===== src/rtl/cam_capture_writer_if.sv =====
// Camera capture bus: DVP input side, FIFO write side and status flags.
// master drives the camera bus and FIFO-full flag; slave is the capture block.
interface cam_capture_writer_if;
   logic        start;
   logic        cam_vsync;
   logic        cam_href;
   logic [7:0]  cam_data;
   logic        full_fifo;
   logic        wr_en;
   logic [15:0] dout;
   logic        frame_done;
   logic        overflow;
   logic        busy;

   modport master (
      output start, cam_vsync, cam_href, cam_data, full_fifo,
      input  wr_en, dout, frame_done, overflow, busy
   );

   modport slave (
      input  start, cam_vsync, cam_href, cam_data, full_fifo,
      output wr_en, dout, frame_done, overflow, busy
   );
endinterface


===== src/rtl/cam_capture_writer.sv =====
// Camera-side write end of the async pixel FIFO. Assembles DVP byte pairs
// into RGB565 pixels, skips the sensor's settling frames after start, clips
// to the H_PIXELS x V_LINES window and flags pixels lost to a full FIFO.
module cam_capture_writer #(
   parameter int SKIP_FRAMES = 2,
   parameter int H_PIXELS    = 640,
   parameter int V_LINES     = 480
) (
   input logic                 clk,
   input logic                 rst_n,
   cam_capture_writer_if.slave bus
);

   // Counter widths: pixel_x / pixel_y saturate at the window size, so they
   // need one code beyond the last in-window index.
   localparam int SKW = (SKIP_FRAMES > 0) ? $clog2(SKIP_FRAMES + 1) : 1;
   localparam int XW  = (H_PIXELS > 0) ? $clog2(H_PIXELS + 1) : 1;
   localparam int YW  = (V_LINES > 0) ? $clog2(V_LINES + 1) : 1;

   localparam logic [XW-1:0]  X_MAX     = XW'(H_PIXELS);
   localparam logic [YW-1:0]  Y_MAX     = YW'(V_LINES);
   localparam logic [SKW-1:0] SKIP_LAST = SKW'((SKIP_FRAMES > 0) ? SKIP_FRAMES - 1 : 0);

   typedef enum logic [1:0] {
      WAIT_START = 2'd0,
      SKIP       = 2'd1,
      WAIT_FRAME = 2'd2,
      CAPTURE    = 2'd3
   } state_t;

   state_t          state_q,      state_d;
   logic [SKW-1:0]  skip_cnt_q,   skip_cnt_d;
   logic            byte_phase_q, byte_phase_d;
   logic [XW-1:0]   pixel_x_q,    pixel_x_d;
   logic [YW-1:0]   pixel_y_q,    pixel_y_d;
   logic [7:0]      hi_q,         hi_d;
   logic            wr_en_q,      wr_en_d;
   logic [15:0]     dout_q,       dout_d;
   logic            frame_done_q, frame_done_d;
   logic            overflow_q,   overflow_d;
   logic            vsync_q;
   logic            href_q;

   logic            vs_rise;
   logic            vs_fall;
   logic            href_fall;
   logic            in_window;
   logic [15:0]     pixel;

   assign vs_rise   = bus.cam_vsync & ~vsync_q;
   assign vs_fall   = ~bus.cam_vsync & vsync_q;
   assign href_fall = ~bus.cam_href & href_q;

   // The high byte arrives first on the bus.
   assign pixel     = {hi_q, bus.cam_data};
   assign in_window = (pixel_x_q < X_MAX) && (pixel_y_q < Y_MAX);

   // State, counters, output registers and sync-edge history.
   always_ff @(posedge clk or negedge rst_n) begin
      if (!rst_n) begin
         state_q      <= WAIT_START;
         skip_cnt_q   <= '0;
         byte_phase_q <= 1'b0;
         pixel_x_q    <= '0;
         pixel_y_q    <= '0;
         hi_q         <= '0;
         wr_en_q      <= 1'b0;
         dout_q       <= '0;
         frame_done_q <= 1'b0;
         overflow_q   <= 1'b0;
         vsync_q      <= 1'b0;
         href_q       <= 1'b0;
      end else begin
         state_q      <= state_d;
         skip_cnt_q   <= skip_cnt_d;
         byte_phase_q <= byte_phase_d;
         pixel_x_q    <= pixel_x_d;
         pixel_y_q    <= pixel_y_d;
         hi_q         <= hi_d;
         wr_en_q      <= wr_en_d;
         dout_q       <= dout_d;
         frame_done_q <= frame_done_d;
         overflow_q   <= overflow_d;
         vsync_q      <= bus.cam_vsync;
         href_q       <= bus.cam_href;
      end
   end

   // Next-state logic: frame sequencing, byte pairing, clipping and FIFO writes.
   always_comb begin
      state_d      = state_q;
      skip_cnt_d   = skip_cnt_q;
      byte_phase_d = byte_phase_q;
      pixel_x_d    = pixel_x_q;
      pixel_y_d    = pixel_y_q;
      hi_d         = hi_q;
      wr_en_d      = 1'b0;
      dout_d       = dout_q;
      frame_done_d = 1'b0;
      overflow_d   = overflow_q;

      case (state_q)
         WAIT_START: begin
            if (bus.start) begin
               skip_cnt_d = '0;
               overflow_d = 1'b0;
               state_d    = (SKIP_FRAMES == 0) ? WAIT_FRAME : SKIP;
            end
         end

         SKIP: begin
            // Each vsync rise closes one settling frame.
            if (vs_rise) begin
               skip_cnt_d = skip_cnt_q + 1'b1;
               if (skip_cnt_q == SKIP_LAST) begin
                  state_d = WAIT_FRAME;
               end
            end
         end

         WAIT_FRAME: begin
            // vsync falling marks the start of active lines.
            if (vs_fall) begin
               pixel_x_d    = '0;
               pixel_y_d    = '0;
               byte_phase_d = 1'b0;
               state_d      = CAPTURE;
            end
         end

         CAPTURE: begin
            if (vs_rise) begin
               // start is only re-examined at frame boundaries, so a frame in
               // progress always completes.
               frame_done_d = 1'b1;
               state_d      = bus.start ? WAIT_FRAME : WAIT_START;
            end else if (href_fall) begin
               // A dangling odd byte at line end is dropped with the phase.
               pixel_x_d    = '0;
               byte_phase_d = 1'b0;
               if (pixel_y_q != Y_MAX) begin
                  pixel_y_d = pixel_y_q + 1'b1;
               end
            end else if (bus.cam_href) begin
               if (!byte_phase_q) begin
                  hi_d         = bus.cam_data;
                  byte_phase_d = 1'b1;
               end else begin
                  byte_phase_d = 1'b0;
                  // Counters advance even for dropped or clipped pixels so
                  // the frame geometry stays aligned.
                  if (pixel_x_q != X_MAX) begin
                     pixel_x_d = pixel_x_q + 1'b1;
                  end
                  if (in_window) begin
                     if (bus.full_fifo) begin
                        overflow_d = 1'b1;
                     end else begin
                        wr_en_d = 1'b1;
                        dout_d  = pixel;
                     end
                  end
               end
            end
         end

         default: begin
            state_d = WAIT_START;
         end
      endcase
   end

   assign bus.wr_en      = wr_en_q;
   assign bus.dout       = dout_q;
   assign bus.frame_done = frame_done_q;
   assign bus.overflow   = overflow_q;
   assign bus.busy       = (state_q == CAPTURE);

endmodule


===== src/flat_wrapper.sv =====
// flat-port wrapper written by rule: the top's interface ports become plain ports
module cam_capture_writer_flat 
#(
   parameter int SKIP_FRAMES = 2,
   parameter int H_PIXELS    = 640,
   parameter int V_LINES     = 480
)
  (clk, rst_n, bus_start, bus_cam_vsync, bus_cam_href, bus_cam_data, bus_full_fifo, bus_wr_en, bus_dout, bus_frame_done, bus_overflow, bus_busy);
  cam_capture_writer_if bus_i ();
  input logic clk;
  input logic rst_n;
  input wire logic [$bits(bus_i.start)-1:0] bus_start;
  input wire logic [$bits(bus_i.cam_vsync)-1:0] bus_cam_vsync;
  input wire logic [$bits(bus_i.cam_href)-1:0] bus_cam_href;
  input wire logic [$bits(bus_i.cam_data)-1:0] bus_cam_data;
  input wire logic [$bits(bus_i.full_fifo)-1:0] bus_full_fifo;
  output wire logic [$bits(bus_i.wr_en)-1:0] bus_wr_en;
  output wire logic [$bits(bus_i.dout)-1:0] bus_dout;
  output wire logic [$bits(bus_i.frame_done)-1:0] bus_frame_done;
  output wire logic [$bits(bus_i.overflow)-1:0] bus_overflow;
  output wire logic [$bits(bus_i.busy)-1:0] bus_busy;
  assign bus_i.start = bus_start;
  assign bus_i.cam_vsync = bus_cam_vsync;
  assign bus_i.cam_href = bus_cam_href;
  assign bus_i.cam_data = bus_cam_data;
  assign bus_i.full_fifo = bus_full_fifo;
  assign bus_wr_en = bus_i.wr_en;
  assign bus_dout = bus_i.dout;
  assign bus_frame_done = bus_i.frame_done;
  assign bus_overflow = bus_i.overflow;
  assign bus_busy = bus_i.busy;
  cam_capture_writer #(.SKIP_FRAMES(SKIP_FRAMES), .H_PIXELS(H_PIXELS), .V_LINES(V_LINES)) u_core (.clk(clk), .rst_n(rst_n), .bus(bus_i));
endmodule

===== config.mk =====
export PLATFORM = sky130hd
export DESIGN_NAME = cam_capture_writer_flat
export DESIGN_NICKNAME = d
export VERILOG_FILES = /design/src/rtl/cam_capture_writer_if.sv /design/src/rtl/cam_capture_writer.sv /design/src/flat_wrapper.sv
export SDC_FILE = /design/constraint.sdc
export NUM_CORES = 1
export LEC_CHECK = 0
export BUFFER_PORTS_ARGS = -buffer_cell sky130_fd_sc_hd__buf_4
export CELL_PAD_IN_SITES_DETAIL_PLACEMENT = 1
export CELL_PAD_IN_SITES_GLOBAL_PLACEMENT = 1
export CORE_ASPECT_RATIO = 1.25
export CORE_MARGIN = 8
export CORE_UTILIZATION = 49
export CTS_CLUSTER_DIAMETER = 100
export DETAILED_ROUTE_END_ITERATION = 8
export GPL_TIMING_DRIVEN = 0
export PLACE_DENSITY = 0.89
export SYNTH_ARGS = -nofsm -noshare
export SYNTH_HDL_FRONTEND = slang
export SYNTH_SLANG_ARGS = --single-unit

===== constraint.sdc =====
create_clock -name clk -period 2.95 [get_ports clk]
set_input_delay 0.59 -clock clk [delete_from_list [all_inputs] [get_ports clk]]
set_output_delay 0.59 -clock clk [all_outputs]
set_load 0.02 [all_outputs]

==> results_dict.tcl, run 1 <==
set metrics [dict create \
    status "finished clean" \
    synth_edf_count 0 \
    ys_top_cells_by_area "dfrtp_1, mux2_2, mux2_4" \
    io_buffer_count 33 \
    clk_pin_slew_ps 90 \
    worstPathArrival_ps 2180 \
    fp.coreArea_mm2 0.00504 \
    rsz0062_at_grt "no" \
    grt_antenna_before_repair 0 \
    cp_slowest_stage_delay_ps 500 \
    grt_pass1_vias 2084 \
    cts_tree "built" \
    h-tree-depth 2 \
    ys_ff_latch 53 \
    wl_um 6330 \
    cp.depth 5 \
    synth_cells 217 \
    syn_area_per_cell_um2 11.8 \
    ys_warn_count 0 \
    start_kind "register" \
    area_growth_syn_to_layout_pct 16.1 \
    track_usage 0.175 \
    rr_worst_depth 5 \
    cts_resized 0 \
    root_buffer "clkbuf_8" \
    slew_viol_final 0 \
    path_cells "o21ai_0 -> nand3_1 -> nor3_4 -> buf_12 -> mux2_4" \
    wire_per_inst_um 19.8 \
    register_area_mm2 0.00133 \
    num_rows 29 \
    ant_nets 0 \
    fillers 527 \
    clockBufferDepth 2 \
    netlist.area_leader.share 0.518 \
    ir_drop_v 0.000551 \
    synth_fp_nets 236 \
    post-route-min-period_ps 1990 \
    synth_top_flop_cell "dfrtp_1" \
    timing.final.crit_share 0.674 \
    clock_skew_ps 5.56 \
    numCtsBuffers 5 \
    crit_family "simple AND/OR/NAND/NOR gates" \
    dieWidth_um 80.6 \
    grt_overflow 0 \
    ys_seq_area_frac 0.518 \
    setup_violations 0 \
    worstPathRequired_ps 3140 \
    layout.nets 276 \
    leakage_uw 0.00137 \
    grt_pass1_wl_um 10600 \
    setup_tns_ps 0 \
    place_area_mm2 0.00288 \
    viasPerCell 5.93 \
    max-slew-margin-rel 0.366 \
    dieArea_mm2 0.00780 \
    fmax_ghz 0.503 \
    hp-class "primary input to asynchronous set/reset pin" \
    antennaDiodeCount 0 \
    cts_hold_buf 0 \
    hold_violations 0 \
    crit_buf_inv 1 \
    power_density_mw_per_mm2 888 \
    gp_congestion 0.805 \
    cts_sinks 53 \
    async_flop_share 1.00 \
    start_util 0.507 \
    synth_cell_types 48 \
    crit_fanout 10 \
    grt_max_degree 54 \
    first_iter_violations 101 \
    yosys.area.top_type "dfrtp_1" \
    worst_pin_slew_ps 942 \
    postCtsSetupBuffers 0 \
    hpwlAfterDp_um 4710 \
    cap_violations 0 \
    cp_slowest_cell "nor3_4" \
    dr.pass1.iters 4 \
    num_vias 1896 \
    cp-end-kind "register" \
    io-pin-count 34 \
    path_class "register to register" \
    multi_input_area_mm2 0.00116 \
    netlist_area_mm2 0.00256 \
    drive_gt1_frac 0.314 \
    die_y_um 96.8 \
    insertion_delay_ps 310 \
    drc 0 \
    design_area_mm2 0.00297 \
]
-- cell usage in the layout, fill, tap and decap left out, types with 2 or more instances in the layout --
cell type / Yosys / final
clkinvlp_4: 0 / 2
dfrtp_1: 53 / 53
mux2_4: 9 / 9
o21ai_0: 16 / 16
a22o_1: 3 / 3
nand2_1: 7 / 7
nand3_1: 7 / 7
ha_1: 5 / 5
or4_1: 2 / 2
and2_1: 2 / 2
a31oi_1: 2 / 2
clkbuf_8: 0 / 5
buf_4: 0 / 33
nor4_1: 4 / 4
nand4_1: 8 / 8
nand2b_1: 5 / 5
inv_1: 7 / 7
a21o_1: 2 / 2
nor2b_1: 2 / 2
mux2_2: 17 / 17
buf_2: 3 / 3
xor2_1: 3 / 3
clkbuf_1: 2 / 3
nor2_1: 14 / 14
and3_1: 6 / 6
a21oi_1: 3 / 3
o31ai_1: 11 / 11
-- area by class of cell --
cell class,instances,share of cell area
tap,62,0.0261
buffer,6,0.0143
clock inverter,2,0.00505
timing repair buffer,33,0.0834
inverter,8,0.0109
multi-input combinational,150,0.389
sequential,53,0.446
clock buffer,6,0.0244
-- through the flow --
stage / utilization / hold slack [ps] / power [uW] / setup WS (ps) / cells
2_1_floorplan: - / 294 / 1800 / 1150 / 217
3_3_place_gp: 0.572 / 485 / 2160 / 768 / 312
3_5_place_dp: 0.572 / 500 / 2250 / 726 / 312
4_1_cts: 0.589 / 328 / 2660 / 950 / 320
5_1_grt: 0.589 / 359 / 2790 / 850 / 320
6_report: 0.589 / 309 / 2640 / 961 / 320
-- cell usage after synthesis (all sizes together), types with 3 or more instances --
cell type  number
nand4           8
nand2b          5
and3            6
buf             4
mux2           26
nand2           9
o31ai          11
nand3           8
inv             8
dfrtp          53
a21oi           4
a22o            3
nor2           15
xor2            3
o21ai          17
nor4            4
ha              5
-- layer usage --
layer	share of wire	global-route usage	routed length (um)	up-vias
met2	0.52	0.285	3320	40
li1	-	-	-	885
met5	0	0	0	-
met1	0.41	0.199	2570	955
met4	0.035	0.0871	221	0
met3	0.035	0.0509	223	16
-- state kept, by name, summed over array words and instances, names as in the netlist, 2 cells and up --
signal,flops
u_core.bus.dout,16
u_core.pixel_x_q,10
u_core.pixel_y_q,9
u_core.hi_q,8
u_core.skip_cnt_q,2
u_core.state_q,2
-- path summary, 6_finish.rpt --
path                                startpoint             endpoint  slack [ps]
setup / recovery           u_core.pixel_x_q[7]   u_core.bus.dout[6]         960
setup reg to reg           u_core.pixel_x_q[7]   u_core.bus.dout[6]         960
max in group asynchronous                rst_n  u_core.pixel_x_q[0]        2190
hold / removal                           rst_n  u_core.pixel_y_q[6]         310
hold reg to reg                 u_core.hi_q[6]       u_core.hi_q[6]         520
min in group clk                 bus_cam_vsync       u_core.vsync_q         440
-- cell families after synthesis --
| family | after synthesis | synth area share |
|---|---|---|
| and+or+nand+nor | 70 | 0.168 |
| DFF | 53 | 0.518 |
| adders and majority gates | 5 | 0.0244 |
| muxes | 26 | 0.128 |
| buffers and inverters | 14 | 0.0293 |
| xor gates and xnor gates | 3 | 0.0103 |
| AOI/OAI and AO/OA | 46 | 0.122 |
-- power by group --
group | leakage (uW) | switching, uW | internal (uW)
sequential | 0.000681 | 187 | 957
clock | 0.0000374 | 242 | 168
combinational | 0.000648 | 595 | 492
total | 0.00137 | 1020 | 1620
(Power assumes the default switching activity.)
==> run 2: changes to the inputs <==
- ABC_AREA: unset -> 1
- CORE_UTILIZATION: 49 -> 38
- PLACE_DENSITY: 0.89 -> 0.8
- clock period: 2.95 -> 1.6 ns (I/O delays scaled with it)
==> run 2 against run 1 <==
  * The run now ends with setup timing left
  * Register-to-register slack got worse by 970 ps
  * Total power up 110%
  * Core utilization down 8.2 points
  * Largest power group is now combinational cells
  * Sequential share of layout area shrank 7.1 points
  * Critical endpoint is now u_core.pixel_x_q[9]
  * Die area up 31%
==> results_dict.tcl, run 2 <==
set metrics [dict create \
    status "complete, but fails checks" \
    violations "setup timing" \
    regToRegEndpoint "u_core.pixel_x_q[9]" \
    start_util 0.393 \
    clockBufferDepth 2 \
    layout_common_cells "nand2_1, dfrtp_1, buf_4, inv_1" \
    async_flop_share 1.00 \
    seqPwrFrac 0.365 \
    hpwlAfterDp_um 5110 \
    leakage_uw 0.00180 \
    grt_antenna_before_repair 0 \
    root_buffer "clkbuf_8" \
    yosys.area.top_type "dfrtp_1" \
    post-route-min-period_ps 1610 \
    rr_worst_depth 9 \
    netlist.area_leader.share 0.483 \
    grt_overflow 0 \
    synth_fp_nets 369 \
    reg2reg_slack_ps -10 \
    dieArea_mm2 0.0102 \
    gp_congestion 0.801 \
    io-pin-count 34 \
    clkPwrFrac 0.148 \
    cts_hold_buf 0 \
    path_class "register to register" \
    place_inst 473 \
    fillers 852 \
    combPwrFrac 0.486 \
    h-tree-depth 2 \
    fp.coreArea_mm2 0.00698 \
    rsz0062_at_grt "yes" \
    ys_top_cells_by_area "dfrtp_1, nand2_1, inv_1" \
    cap_violations 0 \
    worstPathArrival_ps 1860 \
    drc 0 \
    ant_nets 0 \
    hp-class "primary input to asynchronous set/reset pin" \
    slew_viol_final 0 \
    fin_cells 497 \
    die_y_um 111 \
    switching_share 0.426 \
    largest_reg_flops 16 \
    wl_um 8360 \
    max-slew-margin-rel 0.533 \
    synth.most_common_cell "nand2_1" \
    grt_max_degree 54 \
    drive_gt1_frac 0.292 \
    ys_seq_area_frac 0.483 \
    cts_tree "built" \
    dr.pass1.iters 4 \
    cts_sinks 53 \
    track_usage 0.145 \
    timing.final.crit_share 1.01 \
    ir_drop_v 0.00109 \
    worstPathRequired_ps 1850 \
    clock_skew_ps 11.9 \
    crit_fanout 5 \
    switchingPower_uw 2360 \
    antennaDiodeCount 0 \
    first_iter_violations 88 \
    grt_pass1_vias 2654 \
    area_growth_syn_to_layout_pct 28.9 \
    ys_warn_count 0 \
    cp-end-kind "register" \
    worst_pin_slew_ps 700 \
    r2r_start "u_core.state_q[0]" \
    dieWidth_um 92.0 \
    p_total_uw 5550 \
    netlist_area_mm2 0.00274 \
    num_rows 34 \
    ys_ff_latch 53 \
    synth_edf_count 0 \
    io_buffer_count 33 \
    grt_pass1_wl_um 12400 \
    synth_cells 350 \
    layout.nets 425 \
    synth_top_flop_cell "dfrtp_1" \
    clk_pin_slew_ps 100 \
    fin_ws_ps -10.9 \
    numCtsBuffers 5 \
    yosys-top-cells-count "nand2_1, dfrtp_1, inv_1" \
    start_kind "register" \
    fmax_ghz 0.621 \
    viasPerCell 5.08 \
    insertion_delay_ps 320 \
    power_density_mw_per_mm2 1570 \
    wire_per_inst_um 16.8 \
    num_vias 2526 \
    syn_area_per_cell_um2 7.84 \
    setup_violations 1 \
    synth_cell_types 31 \
    hold_violations 0 \
    final_common_cell "nand2_1" \
    p_int_uw 3190 \
]
[run 2: metrics by stage]
stage | instance area, um2 | hold slack, ps | setup WS, ps | utilization | setup TNS, ps
floorplan | 2740 | 24.4 | 84.3 | - | 0
global placement | 3100 | 409 | -165 | 0.445 | -979
detailed placement | 3100 | 415 | -170 | 0.445 | -1840
finish | 3540 | 40.2 | -10.9 | 0.507 | -10.9
global route | 3540 | 87.3 | -103 | 0.507 | -1070
CTS | 3300 | 65.1 | -5.00 | 0.474 | -5.00
[run 2: worst max path at each step]
| stage | from | end | slack, ps | cells past startpoint |
|---|---|---|---|---|
| floorplan | u_core.pixel_x_q[0] | u_core.pixel_x_q[9] | 80 | 11 |
| CTS | u_core.state_q[0] | bus_busy | -5 | 4 |
| global placement | u_core.state_q[0] | bus_busy | -170 | 4 |
| global route | u_core.pixel_x_q[2] | u_core.pixel_x_q[9] | -100 | 8 |
| finish | u_core.state_q[0] | u_core.pixel_x_q[9] | -10 | 9 |
| detailed placement | u_core.state_q[0] | bus_busy | -170 | 4 |
[run 2: cell families (layout without fill, tap and decap cells)]
kind of cell / after synthesis / after routing / synth area share
and+or+nand+nor: 201 / 201 / 0.318
DFF: 53 / 53 / 0.483
buffers and inverters: 50 / 107 / 0.0771
AOI/OAI and AO/OA: 37 / 37 / 0.0862
adders and majority gates: 5 / 5 / 0.0228
xor gates and xnor gates: 4 / 4 / 0.0128
[run 2: layer usage]
layer  vias up  routed length (um)  global-route usage  part of all wire
met5         -                   0                   0                 0
met4         0                 148              0.0496             0.018
met3        12                 228              0.0291             0.027
met2        40                4550               0.263              0.54
met1      1261                3430               0.162              0.41
li1       1213                   -                   -                 -
[run 2: final cells by class]
type	instances	area, um2	share of cell area
Clock inverter	3	25.0	0.00707
Multi-Input combinational cell	247	1320	0.372
Clock buffer	5	68.8	0.0195
Timing Repair Buffer	49	408	0.115
Buffer	8	105	0.0297
Sequential cell	53	1330	0.375
Tap cell	90	113	0.0318
Inverter	42	173	0.0488
[run 2: repair_timing]
item / CTS / global route
buffers inserted: 6 / 8
pin swaps: 2 / 15
resized for setup: 16 / 45
setup endpoints to repair: 38 / 45
gates cloned: 0 / 2
[run 2: worst max-delay path, stage by stage, from the launching register on]
cell and delay, ps:
dfrtp_2 460, buf_6 130, inv_4 60, nand2_4 60, o21ai_4 190, nand3_2 120
nor2_4 200, buf_6 160, nand3_2 80, nand2_1 90
[run 2: power by group through the flow]
stage               clock [uW]  sequential, uW  combinational, uW
finish                     823            2030               2700
global route               881            2060               2930
CTS                        826            1970               2280
detailed placement           0            2000               2050
global placement             0            1980               1960
floorplan                    0            2170               1090
